## src/rtl/alu_pkg.sv

```systemverilog
// Shared definitions for the multi-cycle ALU: opcodes, FSM states, flag bit positions.
package alu_pkg;

  localparam logic [2:0] OP_ADD = 3'b000;
  localparam logic [2:0] OP_SUB = 3'b001;
  localparam logic [2:0] OP_AND = 3'b010;
  localparam logic [2:0] OP_ORR = 3'b011;
  localparam logic [2:0] OP_EOR = 3'b100;
  localparam logic [2:0] OP_ADC = 3'b101;
  localparam logic [2:0] OP_SBC = 3'b110;
  localparam logic [2:0] OP_MUL = 3'b111;

  typedef enum logic [1:0] {
    IDLE = 2'd0,
    MUL  = 2'd1,
    DONE = 2'd2
  } state_t;

  localparam int FLAG_N = 3;
  localparam int FLAG_Z = 2;
  localparam int FLAG_C = 1;
  localparam int FLAG_V = 0;

endpackage

```

## src/rtl/alu_mul_seq.sv

```systemverilog
// Radix-2 shift-add multiplier, low WIDTH bits of the product only.
// start loads the operands; WIDTH iterations follow. done is high during the
// last iteration and product then carries the final (next-accumulator) value.
module alu_mul_seq
  import alu_pkg::*;
#(
  parameter int WIDTH = 32
) (
  input  logic             clk,
  input  logic             reset,
  input  logic             start,
  input  logic [WIDTH-1:0] a,
  input  logic [WIDTH-1:0] b,
  output logic             busy,
  output logic             done,
  output logic [WIDTH-1:0] product
);

  localparam int CW = $clog2(WIDTH) + 1;

  logic [WIDTH-1:0] mcand_q, mcand_d;
  logic [WIDTH-1:0] mplier_q, mplier_d;
  logic [WIDTH-1:0] acc_q, acc_d;
  logic [CW-1:0]    cnt_q, cnt_d;
  logic [WIDTH-1:0] acc_next;

  assign acc_next = mplier_q[0] ? (acc_q + mcand_q) : acc_q;
  assign busy     = (cnt_q != '0);
  assign done     = (cnt_q == CW'(1));
  assign product  = acc_next;

  // Load on start, otherwise step one bit per cycle while iterations remain.
  always_comb begin
    mcand_d  = mcand_q;
    mplier_d = mplier_q;
    acc_d    = acc_q;
    cnt_d    = cnt_q;
    if (start) begin
      mcand_d  = a;
      mplier_d = b;
      acc_d    = '0;
      cnt_d    = CW'(WIDTH);
    end else if (busy) begin
      mcand_d  = mcand_q << 1;
      mplier_d = mplier_q >> 1;
      acc_d    = acc_next;
      cnt_d    = cnt_q - CW'(1);
    end
  end

  // Only the iteration counter needs a reset; datapath is reloaded on start.
  always_ff @(posedge clk) begin
    if (reset) begin
      cnt_q <= '0;
    end else begin
      cnt_q <= cnt_d;
    end
    mcand_q  <= mcand_d;
    mplier_q <= mplier_d;
    acc_q    <= acc_d;
  end

endmodule

```

## src/rtl/alu_mc.sv

```systemverilog
// Multi-cycle ALU with valid/ready on both sides and registered Result/NZCV.
// Build option: define ALU_MUL_EN to include the iterative multiplier and the
// MUL state; without it opcode 111 completes in one cycle with Result 0.
module alu_mc
  import alu_pkg::*;
#(
  parameter int WIDTH = 32
) (
  input  logic             clk,
  input  logic             reset,
  input  logic             in_valid,
  output logic             in_ready,
  input  logic [WIDTH-1:0] a,
  input  logic [WIDTH-1:0] b,
  input  logic             cin,
  input  logic [2:0]       ALUControl,
  output logic             out_valid,
  input  logic             out_ready,
  output logic [WIDTH-1:0] Result,
  output logic [3:0]       ALUFlags
);

  state_t           state_q, state_d;
  logic [WIDTH-1:0] result_q, result_d;
  logic [3:0]       flags_q, flags_d;

  logic             accept;
  logic             go_mul;
  logic             mul_idle;
  logic [WIDTH-1:0] b_op;
  logic             ci;
  logic             is_arith;
  logic [WIDTH:0]   sum;
  logic [WIDTH-1:0] alu_res;
  logic             c_flag;
  logic             v_flag;

  function automatic logic [3:0] make_flags(input logic [WIDTH-1:0] r,
                                            input logic c, input logic v);
    logic [3:0] f;
    f         = '0;
    f[FLAG_N] = r[WIDTH-1];
    f[FLAG_Z] = (r == '0);
    f[FLAG_C] = c;
    f[FLAG_V] = v;
    return f;
  endfunction

`ifdef ALU_MUL_EN
  logic             mul_start;
  logic             mul_busy;
  logic             mul_done;
  logic [WIDTH-1:0] mul_prod;

  assign go_mul    = (ALUControl == OP_MUL);
  assign mul_start = accept && go_mul;
  assign mul_idle  = !mul_busy;

  alu_mul_seq #(.WIDTH(WIDTH)) u_mul (
    .clk     (clk),
    .reset   (reset),
    .start   (mul_start),
    .a       (a),
    .b       (b),
    .busy    (mul_busy),
    .done    (mul_done),
    .product (mul_prod)
  );
`else
  assign go_mul   = 1'b0;
  assign mul_idle = 1'b1;
`endif

  assign in_ready  = !reset && mul_idle &&
                     ((state_q == IDLE) || ((state_q == DONE) && out_ready));
  assign accept    = in_valid && in_ready;
  assign out_valid = (state_q == DONE);
  assign Result    = result_q;
  assign ALUFlags  = flags_q;

  // Shared adder: subtraction is a + ~b + carry-in.
  always_comb begin
    b_op     = b;
    ci       = 1'b0;
    is_arith = 1'b0;
    case (ALUControl)
      OP_ADD: is_arith = 1'b1;
      OP_SUB: begin b_op = ~b; ci = 1'b1; is_arith = 1'b1; end
      OP_ADC: begin ci = cin; is_arith = 1'b1; end
      OP_SBC: begin b_op = ~b; ci = cin; is_arith = 1'b1; end
      default: ;
    endcase
    sum = {1'b0, a} + {1'b0, b_op} + {{WIDTH{1'b0}}, ci};
  end

  // Single-cycle result select and the carry/overflow flags it implies.
  always_comb begin
    case (ALUControl)
      OP_AND:  alu_res = a & b;
      OP_ORR:  alu_res = a | b;
      OP_EOR:  alu_res = a ^ b;
      OP_MUL:  alu_res = '0;
      default: alu_res = sum[WIDTH-1:0];
    endcase
    c_flag = is_arith && sum[WIDTH];
    v_flag = is_arith && (a[WIDTH-1] == b_op[WIDTH-1]) &&
             (sum[WIDTH-1] != a[WIDTH-1]);
  end

  // Next state and result capture; a new accept overrides the DONE->IDLE exit.
  always_comb begin
    state_d  = state_q;
    result_d = result_q;
    flags_d  = flags_q;
    case (state_q)
      IDLE: ;
`ifdef ALU_MUL_EN
      MUL: begin
        if (mul_done) begin
          state_d  = DONE;
          result_d = mul_prod;
          flags_d  = make_flags(mul_prod, 1'b0, 1'b0);
        end
      end
`endif
      DONE: if (out_ready) state_d = IDLE;
      default: state_d = IDLE;
    endcase
    if (accept) begin
      if (go_mul) begin
        state_d = MUL;
      end else begin
        state_d  = DONE;
        result_d = alu_res;
        flags_d  = make_flags(alu_res, c_flag, v_flag);
      end
    end
  end

  // Control and output registers; reset aborts any operation in flight.
  always_ff @(posedge clk) begin
    if (reset) begin
      state_q  <= IDLE;
      result_q <= '0;
      flags_q  <= 4'b0000;
    end else begin
      state_q  <= state_d;
      result_q <= result_d;
      flags_q  <= flags_d;
    end
  end

endmodule

```

## config.mk

```make
export PLATFORM = sky130hd
export DESIGN_NAME = alu_mc
export DESIGN_NICKNAME = d
export VERILOG_FILES = /design/src/rtl/alu_pkg.sv /design/src/rtl/alu_mul_seq.sv /design/src/rtl/alu_mc.sv
export SDC_FILE = /design/constraint.sdc
export NUM_CORES = 1
export LEC_CHECK = 0
export ABC_AREA = 1
export BUFFER_PORTS_ARGS = -buffer_cell sky130_fd_sc_hd__buf_4
export CAP_MARGIN = 20
export CORE_MARGIN = 2
export CORE_UTILIZATION = 40
export DETAILED_ROUTE_END_ITERATION = 8
export PLACE_DENSITY_LB_ADDON = 0.15
export SLEW_MARGIN = 20
export SYNTH_ARGS = -nofsm -noshare
export SYNTH_HDL_FRONTEND = slang
export SYNTH_SLANG_ARGS = --single-unit
```

## constraint.sdc

```tcl
create_clock -name clk -period 2.8 [get_ports clk]
set_clock_uncertainty 0.15 [all_clocks]
set_input_delay 0 -clock clk [delete_from_list [all_inputs] [get_ports clk]]
set_output_delay 0 -clock clk [all_outputs]
set_load 0.02 [all_outputs]
```

==> summary.md, run 1 <==
| Metric | Value |
|---|---|
| First-pass GRT wire length | 31.2 mm |
| Routed WL | 20.8 mm |
| Syn avg cell area | 5.81 sq um |
| Arrival time worst endpoint | 2.82 ns |
| Min Tclk post-route | 2.75 ns |
| Routed WL per cell | 14.2 um |
| # Max-Cap Violations | 0 |
| Crit path kind | in -> reg |
| Final non-filler cell total | 1458 |
| Seq/Total Area, Yosys | 12.1% |
| Core area | 0.0145 sq mm |
| Pwr dens | 383 mW/mm^2 |
| CTS buffer count | 5 |
| CTS tree | built |
| GRT Residual Overflow | 0 |
| Die footprint | 0.0159 sq mm |
| Final core utilization | 61.9% |
| Gpl congestion | 0.921 |
| Share of the synthesized area in the top cell type | 20.7% |
| Vias | 7308 |
| IO buf count | 109 |
| Max Root-Sink Buffers | 2 |
| Die Y | 126 um |
| RSZ-0062 raised after global routing | true |
| Initial drt markers | 450 |
| Detail Route Antenna Nets | 0 |
| Cell Int Power | 1.92 mW |
| Critical Path End Type | flip-flop |
| Most common cell after layout, fill and taps aside | nand2_1 |
| Net Sw Frac | 44.2% |
| H-tree lvl count | 2 |
| Diode count | 0 |
| Register bit count reported by yosys | 36 |
| Clock-pin slew on the worst setup and hold paths | 0.06 ns |
| Share of post-route cells with drive strength above 1 | 35.2% |
| Fmax | 0.363 GHz |
| Synth Net Count | 1196 |
| Clk sinks | 36 |
| CP Launch Type | input pin |
| Area grow syn2layout | 50.5% |
| Dominant cell type by area after synthesis | nand2_1 |
| NetSw | 1.52 mW |
| DRC viols | 0 |
| Initial antenna violation count | 0 |
| CP Max Fanout | 5 |
| DPL Wire Length | 15.8 mm |
| Clock root cell | clkbuf_16 |
| Status | complete, no violations |
| Setup-failing EPs final | 0 |
| Dpl cell area | 0.00787 sq mm |
| Final Hold Violating Endpoints | 0 |
| Final Max Tran Viols | 0 |
| Drt pass-1 iters | 5 |
| Critical Path RT | 2.86 ns |
| Ys async rst share | 0% |
| Top FF cell, synth | dfxtp_1 |
| Clock share of power | 15.7% |
| Worst hold path class | in -> reg |
| Row Count | 44 |
| Worst-Margin Slew | 0.650 ns |
| Initial Util | 41.1% |
| GRT Overall Usage | 23.9% |
| Maximum VDD drop | 0.000253 V |
| Comb pwr share | 67.2% |
| Rel. slew slack | 56.6% |
| Static Leakage | 5.10 nW |
| Post-Syn Area | 0.00597 sq mm |
| Final setup margin | 0.0457 ns |
| Nets | 1442 |
| Synth unique cells | 34 |
| Top-Level Pins | 110 |
| Horiz. Die Dim | 126 um |
| Cell Count Post-Placement | 1420 |
| Fin crit share | 98.4% |
| Synth warn | 0 |
| Synth top area cells | nand2_1 (21%), ha_1 (20%), inv_1 (12%) |
| Fillers | 1436 |
| Pin count of the biggest net entering global routing | 43 |
| EDFF count, synth | 0 |
| Post-Synthesis Cells | 1027 |
| Setup WS pre-CTS | -0.362 ns |
| Final Cell Area | 0.00899 sq mm |
| Vias per inst | 5.01 |
| Most frequent cells in the layout | nand2_1 (257), buf_4 (250), inv_1 (188), ha_1 (87), nand2_2 (65) |
| Reg power frac | 17.1% |
| Later-pin clock latency in the skew report | 0.28 ns |
| Vias in the first global route | 6292 |
## critical path, stage by stage
cell	delay [ns]
buf_12	0.12
clkinv_8	0.04
nand2_4	0.05
o21ai_4	0.17
buf_12	0.16
buf_12	0.15
buf_6	0.10
xor2_1	0.14
ha_1	0.33
nand2_2	0.17
inv_2	0.07
nand2_1	0.07
nand2_1	0.08
a21oi_2	0.22
nand2_4	0.11
nand2_4	0.09
nand2_2	0.05
nand2_2	0.07
nand2_2	0.07
a21oi_2	0.17
nand2_1	0.07
nor2_1	0.11
nand3_1	0.08
a21oi_1	0.14
## per-layer routing
metal / GRT usage, % / vias up / share of wire, %
met3: 1.87 / 34 / 5.9
met2: 38.0 / 223 / 46
met4: 4.14 / 0 / 2.2
met1: 35.6 / 3338 / 46
li1: - / 3713 / -
met5: 0 / - / 0
## registers in the layout, indices dropped and copies added, names as in the netlist
| name | count |
|---|---|
| state_q | 1 |
| ALUFlags | 3 |
| Result | 32 |
## power groups by stage
stage / Clock, mW / Sequential (mW) / Combinational (mW)
floorplan: 0 / 0.653 / 0.984
global placement: 0 / 0.598 / 1.89
detailed placement: 0 / 0.600 / 1.90
CTS: 0.545 / 0.589 / 1.94
global route: 0.567 / 0.594 / 2.54
finish: 0.541 / 0.588 / 2.32
## stage by stage
step | hold WS [ns] | TNS, ns | power (mW)
after floorplan | -0.0809 | 0 | 1.64
final | 0.0906 | 0 | 3.45
after CTS | 0.0922 | 0 | 3.07
after detailed placement | 0.0736 | -2.20 | 2.50
after global placement | 0.0731 | -1.95 | 2.49
after global routing | 0.122 | -0.163 | 3.70
## path summary, 6_finish.rpt
check,slack (ns),cells past startpoint,endpoint,startpoint
max,0.05,24,ALUFlags[2],ALUControl[0]
min,0.09,4,Result[21],b[21]
max reg2reg,0.94,7,Result[23],state_q[1]
min reg2reg,0.32,2,ALUFlags[1],ALUFlags[1]
## cells in the mapped netlist, types with 6 or more instances
master	number
inv_1	198
nand2_1	330
a31oi_1	13
buf_2	7
clkbuf_1	9
o21ai_0	38
nand3_1	81
nand3b_1	6
ha_1	95
o2111ai_1	8
nor2_1	78
a21oi_1	39
xor2_1	33
a221oi_1	12
dfxtp_1	36
## cells by family after synthesis
group	Yosys count	share of synthesized area, %
DFF	36	12.1
buffers and inverters	226	15.2
AOI/OAI and AO/OA	123	12.3
adders and majority gates	97	20.6
and+or+nand+nor	511	34.8
xor gates and xnor gates	34	4.99
## final cells by class
| cell class | instances | area, sq um | area share [%] |
|---|---|---|---|
| Sequential cell | 36 | 721 | 8.02 |
| Inverter | 201 | 769 | 8.56 |
| Multi-Input combinational cell | 765 | 5030 | 55.9 |
| Timing Repair Buffer | 264 | 2100 | 23.3 |
| Clock buffer | 5 | 125 | 1.39 |
| Tap cell | 184 | 230 | 2.56 |
| Clock inverter | 3 | 18.8 | 0.209 |
## what timing repair did
item,in CTS,in global routing
resized for setup,8,197
setup endpoints to repair,1,19
cloned,1,1
buffers inserted,5,21
hold buffers,3,0
pin swaps,4,100
hold endpoints to repair,4,0
No activity file was read; power rests on OpenSTA's default activity.
==> run 2: changes to the inputs <==
--- a/config.mk
+++ b/config.mk
@@ -13,3 +13,3 @@
 export DETAILED_ROUTE_END_ITERATION = 8
-export PLACE_DENSITY_LB_ADDON = 0.15
+export PLACE_DENSITY = 0.69
 export SLEW_MARGIN = 20
--- a/constraint.sdc
+++ b/constraint.sdc
@@ -4,2 +4,2 @@
 set_output_delay 0 -clock clk [all_outputs]
-set_load 0.02 [all_outputs]
+set_load 0.05 [all_outputs]
==> summary.md, run 2 (synthesized netlist as in run 1, its figures left out) <==
| Metric | Value |
|---|---|
| Detail Route Antenna Nets | 0 |
| H-tree lvl count | 2 |
| Crit path kind | in -> reg |
| First-pass GRT wire length | 31.0 mm |
| Initial antenna violation count | 0 |
| Horiz. Die Dim | 126 um |
| Worst hold path class | in -> reg |
| Fmax | 0.368 GHz |
| Design Power | 3.39 mW |
| Initial Util | 41.1% |
| # Max-Cap Violations | 0 |
| CP Max Fanout | 8 |
| Sequential Area | 721 sq um |
| Vias in the first global route | 6442 |
| Row Count | 44 |
| Nets | 1426 |
| Routed WL per cell | 13.8 um |
| Fin crit share | 97.1% |
| Most frequent cells in the layout | nand2_1 (287), buf_4 (238), inv_1 (191), ha_1 (94), nand3_1 (67) |
| CTS tree | built |
| Footprint of the multi-input gates | 0.00470 sq mm |
| Final Max Tran Viols | 0 |
| Rel. slew slack | 56.2% |
| Most common cell after layout, fill and taps aside | nand2_1 |
| Die footprint | 0.0159 sq mm |
| Gpl congestion | 0.980 |
| Clock root cell | clkbuf_16 |
| Vias per inst | 4.90 |
| Final Hold Violating Endpoints | 0 |
| Status | complete, no violations |
| Worst-Margin Slew | 0.656 ns |
| CTS buffer count | 5 |
| Core area | 0.0145 sq mm |
| Top-Level Pins | 110 |
| Min Tclk post-route | 2.72 ns |
| DRC viols | 0 |
| Clock-pin slew on the worst setup and hold paths | 0.05 ns |
| RSZ-0062 raised after global routing | true |
| Max Root-Sink Buffers | 2 |
| R2R Setup Slk | 0.86 ns |
| Critical Path RT | 2.85 ns |
| Routed WL | 19.9 mm |
| Area grow syn2layout | 42.3% |
| Initial drt markers | 589 |
| Static Leakage | 4.93 nW |
| GRT Residual Overflow | 0 |
| Pwr dens | 399 mW/mm^2 |
| Drt pass-1 iters | 5 |
| Share of post-route cells with drive strength above 1 | 28.2% |
| Vias | 7065 |
| Fillers | 1435 |
| Final non-filler cell total | 1441 |
| Die Y | 126 um |
| GRT Overall Usage | 23.6% |
| Clk sinks | 36 |
| Pin count of the biggest net entering global routing | 42 |
| DPL Wire Length | 16.1 mm |
| Later-pin clock latency in the skew report | 0.27 ns |
| CP Launch Type | input pin |
| Maximum VDD drop | 0.000297 V |
| Cell Count Post-Placement | 1414 |
| Arrival time worst endpoint | 2.77 ns |
| Critical Path End Type | flip-flop |
| IO buf count | 109 |
| Diode count | 0 |
| Setup-failing EPs final | 0 |
| Max reg flops | 32 |
-- run 2: final timing paths --
| check | start | end | depth (start not counted) |
|---|---|---|---|
| max | ALUControl[0] | ALUFlags[2] | 22 |
| min | b[1] | Result[1] | 6 |
| max reg2reg | state_q[1] | ALUFlags[2] | 13 |
| min reg2reg | ALUFlags[1] | ALUFlags[1] | 2 |
-- run 2: timing repair --
item                                    CTS  global route
hold buffers                              3             0
gates resized for setup                   4           108
hold endpoints to repair                  4             0
cloned                                    0             1
endpoints found under the setup margin    1            10
pin swaps                                 2            43
setup buffers                             1            15
-- run 2: where the power goes --
part,switching (mW),internal [mW],total [mW]
clock network,0.196,0.373,0.568
registers,0.0274,0.561,0.589
logic,1.30,0.935,2.23
total,1.52,1.87,3.39
-- run 2: metal layers --
layer  global-route usage [%]  part of all wire (%)  up-vias
li1                         -                     -     3690
met1                     33.4                    49     3172
met2                     38.6                    45      186
met3                     2.76                   5.6       17
met4                     4.52                  0.94        0
met5                        0                     0        -
-- run 2: metrics by stage --
step	hold WS, ns	area (sq um)	setup slack [ns]	utilization [%]	setup TNS (ns)
5_1_grt	0.134	8500	-0.0722	58.5	-0.0731
6_report	0.107	8500	0.0804	58.5	0
3_5_place_dp	0.0704	7800	-0.356	53.7	-1.82
3_3_place_gp	0.0730	7800	-0.360	53.7	-1.31
4_1_cts	0.0943	8000	0.00186	55.1	0
2_1_floorplan	-0.0809	6000	0.0392	-	0
-- run 2: critical path, stage by stage --
cell and delay, ns:
buf_8 0.11, inv_4 0.06, nand2_4 0.05, o21ai_4 0.16, buf_12 0.15, clkbuf_16 0.17, xor2_1 0.07, ha_1 0.39
nand2_2 0.10, nand3b_1 0.22, nand2_2 0.16, buf_4 0.12, nand2_1 0.04, nand3_1 0.11, nand2_1 0.08, nor2_1 0.11
nand3_1 0.10, nor2_1 0.11, nand3_1 0.08, nor2_1 0.12, nand3_1 0.08, a21oi_1 0.16
-- run 2: final cells by class --
class / count / area share (%)
clock buffer: 7 / 1.80
inverter: 201 / 8.96
multi-input combinational: 765 / 55.3
sequential: 36 / 8.48
tap: 184 / 2.71
timing repair buffer: 248 / 22.8
==> run 3: changes to the inputs <==
ABC_AREA = unset   (was 1)
==> summary.md, run 3 <==
| Metric | Value |
|---|---|
| Initial drt markers | 594 |
| Static Leakage | 4.53 nW |
| Reg-to-Reg Start | state_q[1] |
| Routed WL per cell | 16.2 um |
| Drt pass-1 iters | 5 |
| EDFF count, synth | 0 |
| Routed WL | 20.0 mm |
| First-pass GRT wire length | 30.6 mm |
| GRT Overall Usage | 25.6% |
| Net Sw Frac | 42.1% |
| Clock root cell | clkbuf_16 |
| DRC viols | 0 |
| Max Root-Sink Buffers | 2 |
| Worst hold path class | in -> reg |
| Detail Route Antenna Nets | 0 |
| Register bit count reported by yosys | 36 |
| Cell Int Power | 2.31 mW |
| Violated checks | negative setup slack |
| Area grow syn2layout | 66.0% |
| Final non-filler cell total | 1237 |
| Comb pwr share | 70.9% |
| Setup-failing EPs final | 20 |
| Worst reg2reg path depth | 11 |
| Post-synth top cells | ha_1 (95), inv_1 (70), nor2_1 (58), nand2_1 (54), a21oi_1 (49) |
| Diode count | 0 |
| Seq/Total Area, Yosys | 12.8% |
| Gpl congestion | 0.961 |
| Share of the synthesized area in the top cell type | 21.1% |
| IO buf count | 109 |
| Pwr dens | 426 mW/mm^2 |
| Synth warn | 0 |
| Pin count of the biggest net entering global routing | 38 |
| Design Power | 3.99 mW |
| Share of post-route cells with drive strength above 1 | 44.6% |
| Final Hold Violating Endpoints | 0 |
| Hold Slack | 0.0692 ns |
| Synth Net Count | 916 |
| Horiz. Die Dim | 123 um |
| RSZ-0062 raised after global routing | true |
| Post-Synthesis Cells | 747 |
| Vias in the first global route | 6074 |
| Top-Level Pins | 110 |
| Reg power frac | 15.3% |
| Max reg flops | 32 |
| Die Y | 123 um |
| Critical Path RT | 2.86 ns |
| Vias per inst | 5.35 |
| R2R Setup Slk | 0.13 ns |
| Cell with the most instances after synthesis | ha_1 |
| Clock share of power | 13.8% |
| Synth unique cells | 69 |
| GRT Residual Overflow | 0 |
| Nets | 1225 |
| Final setup margin | -0.829 ns |
| Final Max Tran Viols | 0 |
| CTS buffer count | 5 |
| Syn avg cell area | 7.54 sq um |
| Worst Hold End | ALUFlags[1] |
| Arrival time worst endpoint | 3.69 ns |
| Dominant cell type by area after synthesis | ha_1 |
| Critical Path End Type | flip-flop |
| H-tree lvl count | 2 |
| Clock-pin slew on the worst setup and hold paths | 0.05 ns |
| Terminus of the critical flop-to-flop path | ALUFlags[2] |
| Min-delay src | reset |
| Vias | 6620 |
| Initial Util | 40.7% |
| Most frequent cells in the layout | buf_4 (314), ha_1 (87), inv_1 (68), nor2_1 (53), nand2_1 (48) |
| DPL Wire Length | 14.8 mm |
| Fin crit share | 130% |
| CTS tree | built |
| Top FF cell, synth | dfxtp_1 |
| Ys async rst share | 0% |
| Clk sinks | 36 |
| Maximum VDD drop | 0.000238 V |
| Hold path cells | 3 |
| Later-pin clock latency in the skew report | 0.28 ns |
| Post-Syn Area | 0.00563 sq mm |
| NetSw | 1.68 mW |
| # Max-Cap Violations | 0 |
| Synth top area cells | ha_1 (21%), dfxtp_1 (13%), xnor2_1 (6.2%) |
| Cell Count Post-Placement | 1186 |
| Final core utilization | 67.6% |
| CP Launch Type | input pin |
| Min Tclk post-route | 3.63 ns |
| CP Max Fanout | 5 |
| Row Count | 43 |
| Rel. slew slack | 62.3% |
| Core area | 0.0138 sq mm |
| Crit path kind | in -> reg |
| Most common cell after layout, fill and taps aside | buf_4 |
| Initial antenna violation count | 0 |
| Status | finished with violations |
| Worst-Margin Slew | 0.563 ns |
| Die footprint | 0.0150 sq mm |
| Fmax | 0.276 GHz |
[run 3: logic make-up (layout without fill, tap and decap cells)]
kind of cell	Yosys count	in the layout	share of synthesized area [%]
AOI/OAI and AO/OA	211	211	26.1
DFF	36	36	12.8
adders and majority gates	97	97	21.8
xor gates and xnor gates	55	55	8.89
muxes	9	9	1.73
buffers and inverters	117	427	8.42
and+or+nand+nor	222	222	20.2
[run 3: timing repair]
action                                  in CTS  in global routing
pin swaps                                   50                 42
resized for setup                           90                 67
endpoints found under the setup margin      21                 24
hold endpoints to repair                     1                  0
hold buffers                                 2                  0
buffers inserted                            32                 12
cloned                                       2                  1
[run 3: metrics by stage]
stage / worst slack [ns] / setup TNS [ns] / cell area [sq um]
after CTS: -0.705 / -5.79 / 8910
after detailed placement: -1.12 / -15.03 / 8070
after global routing: -0.949 / -9.70 / 9350
final: -0.829 / -7.27 / 9350
after global placement: -0.995 / -13.55 / 8070
after floorplan: -1.10 / -8.33 / 5800
[run 3: layout make-up]
| cell class | instances | area [sq um] |
|---|---|---|
| inverters | 70 | 263 |
| flip-flops and latches | 36 | 721 |
| multi-input cells | 594 | 5170 |
| clock buffers | 8 | 146 |
| repair buffers | 349 | 2820 |
| well taps | 180 | 225 |
| fillers | 1119 | 4480 |
[run 3: power groups by stage]
stage / Clock (mW) / Sequential, mW / Combinational (mW)
2_1_floorplan: 0 / 0.826 / 1.08
3_3_place_gp: 0 / 0.617 / 2.27
3_5_place_dp: 0 / 0.618 / 2.29
4_1_cts: 0.558 / 0.608 / 2.56
5_1_grt: 0.576 / 0.614 / 3.02
6_report: 0.552 / 0.608 / 2.83
[run 3: per-layer routing]
metal	routed length (um)	track usage [%]	share of wire, %	up-vias
met5	0	0	0	-
met3	1250	2.14	6.2	36
met2	8850	40.4	44	251
met1	9520	37.3	47	3054
met4	433	7.04	2.2	0
li1	-	-	-	3279
[run 3: worst max-delay path, stage by stage]
cell	delay [ns]
buf_8	0.10
nand2b_4	0.14
nor2_4	0.10
a21oi_4	0.05
buf_12	0.15
buf_12	0.13
buf_6	0.12
xnor2_2	0.18
ha_4	0.25
buf_4	0.13
and2_4	0.15
a221o_1	0.35
a31oi_2	0.21
o21ai_2	0.11
a31oi_4	0.24
o221ai_4	0.18
buf_6	0.15
a31oi_4	0.18
xnor2_1	0.10
or4_1	0.54
a21oi_1	0.13
[run 3: worst max-delay path by stage]
stage                  start          end  cells past startpoint
6_report       ALUControl[2]  ALUFlags[0]                     21
3_5_place_dp   ALUControl[0]  ALUFlags[2]                     17
5_1_grt        ALUControl[2]  ALUFlags[2]                     19
2_1_floorplan  ALUControl[1]  ALUFlags[2]                     20
3_3_place_gp   ALUControl[2]  ALUFlags[2]                     18
4_1_cts        ALUControl[2]  ALUFlags[2]                     19
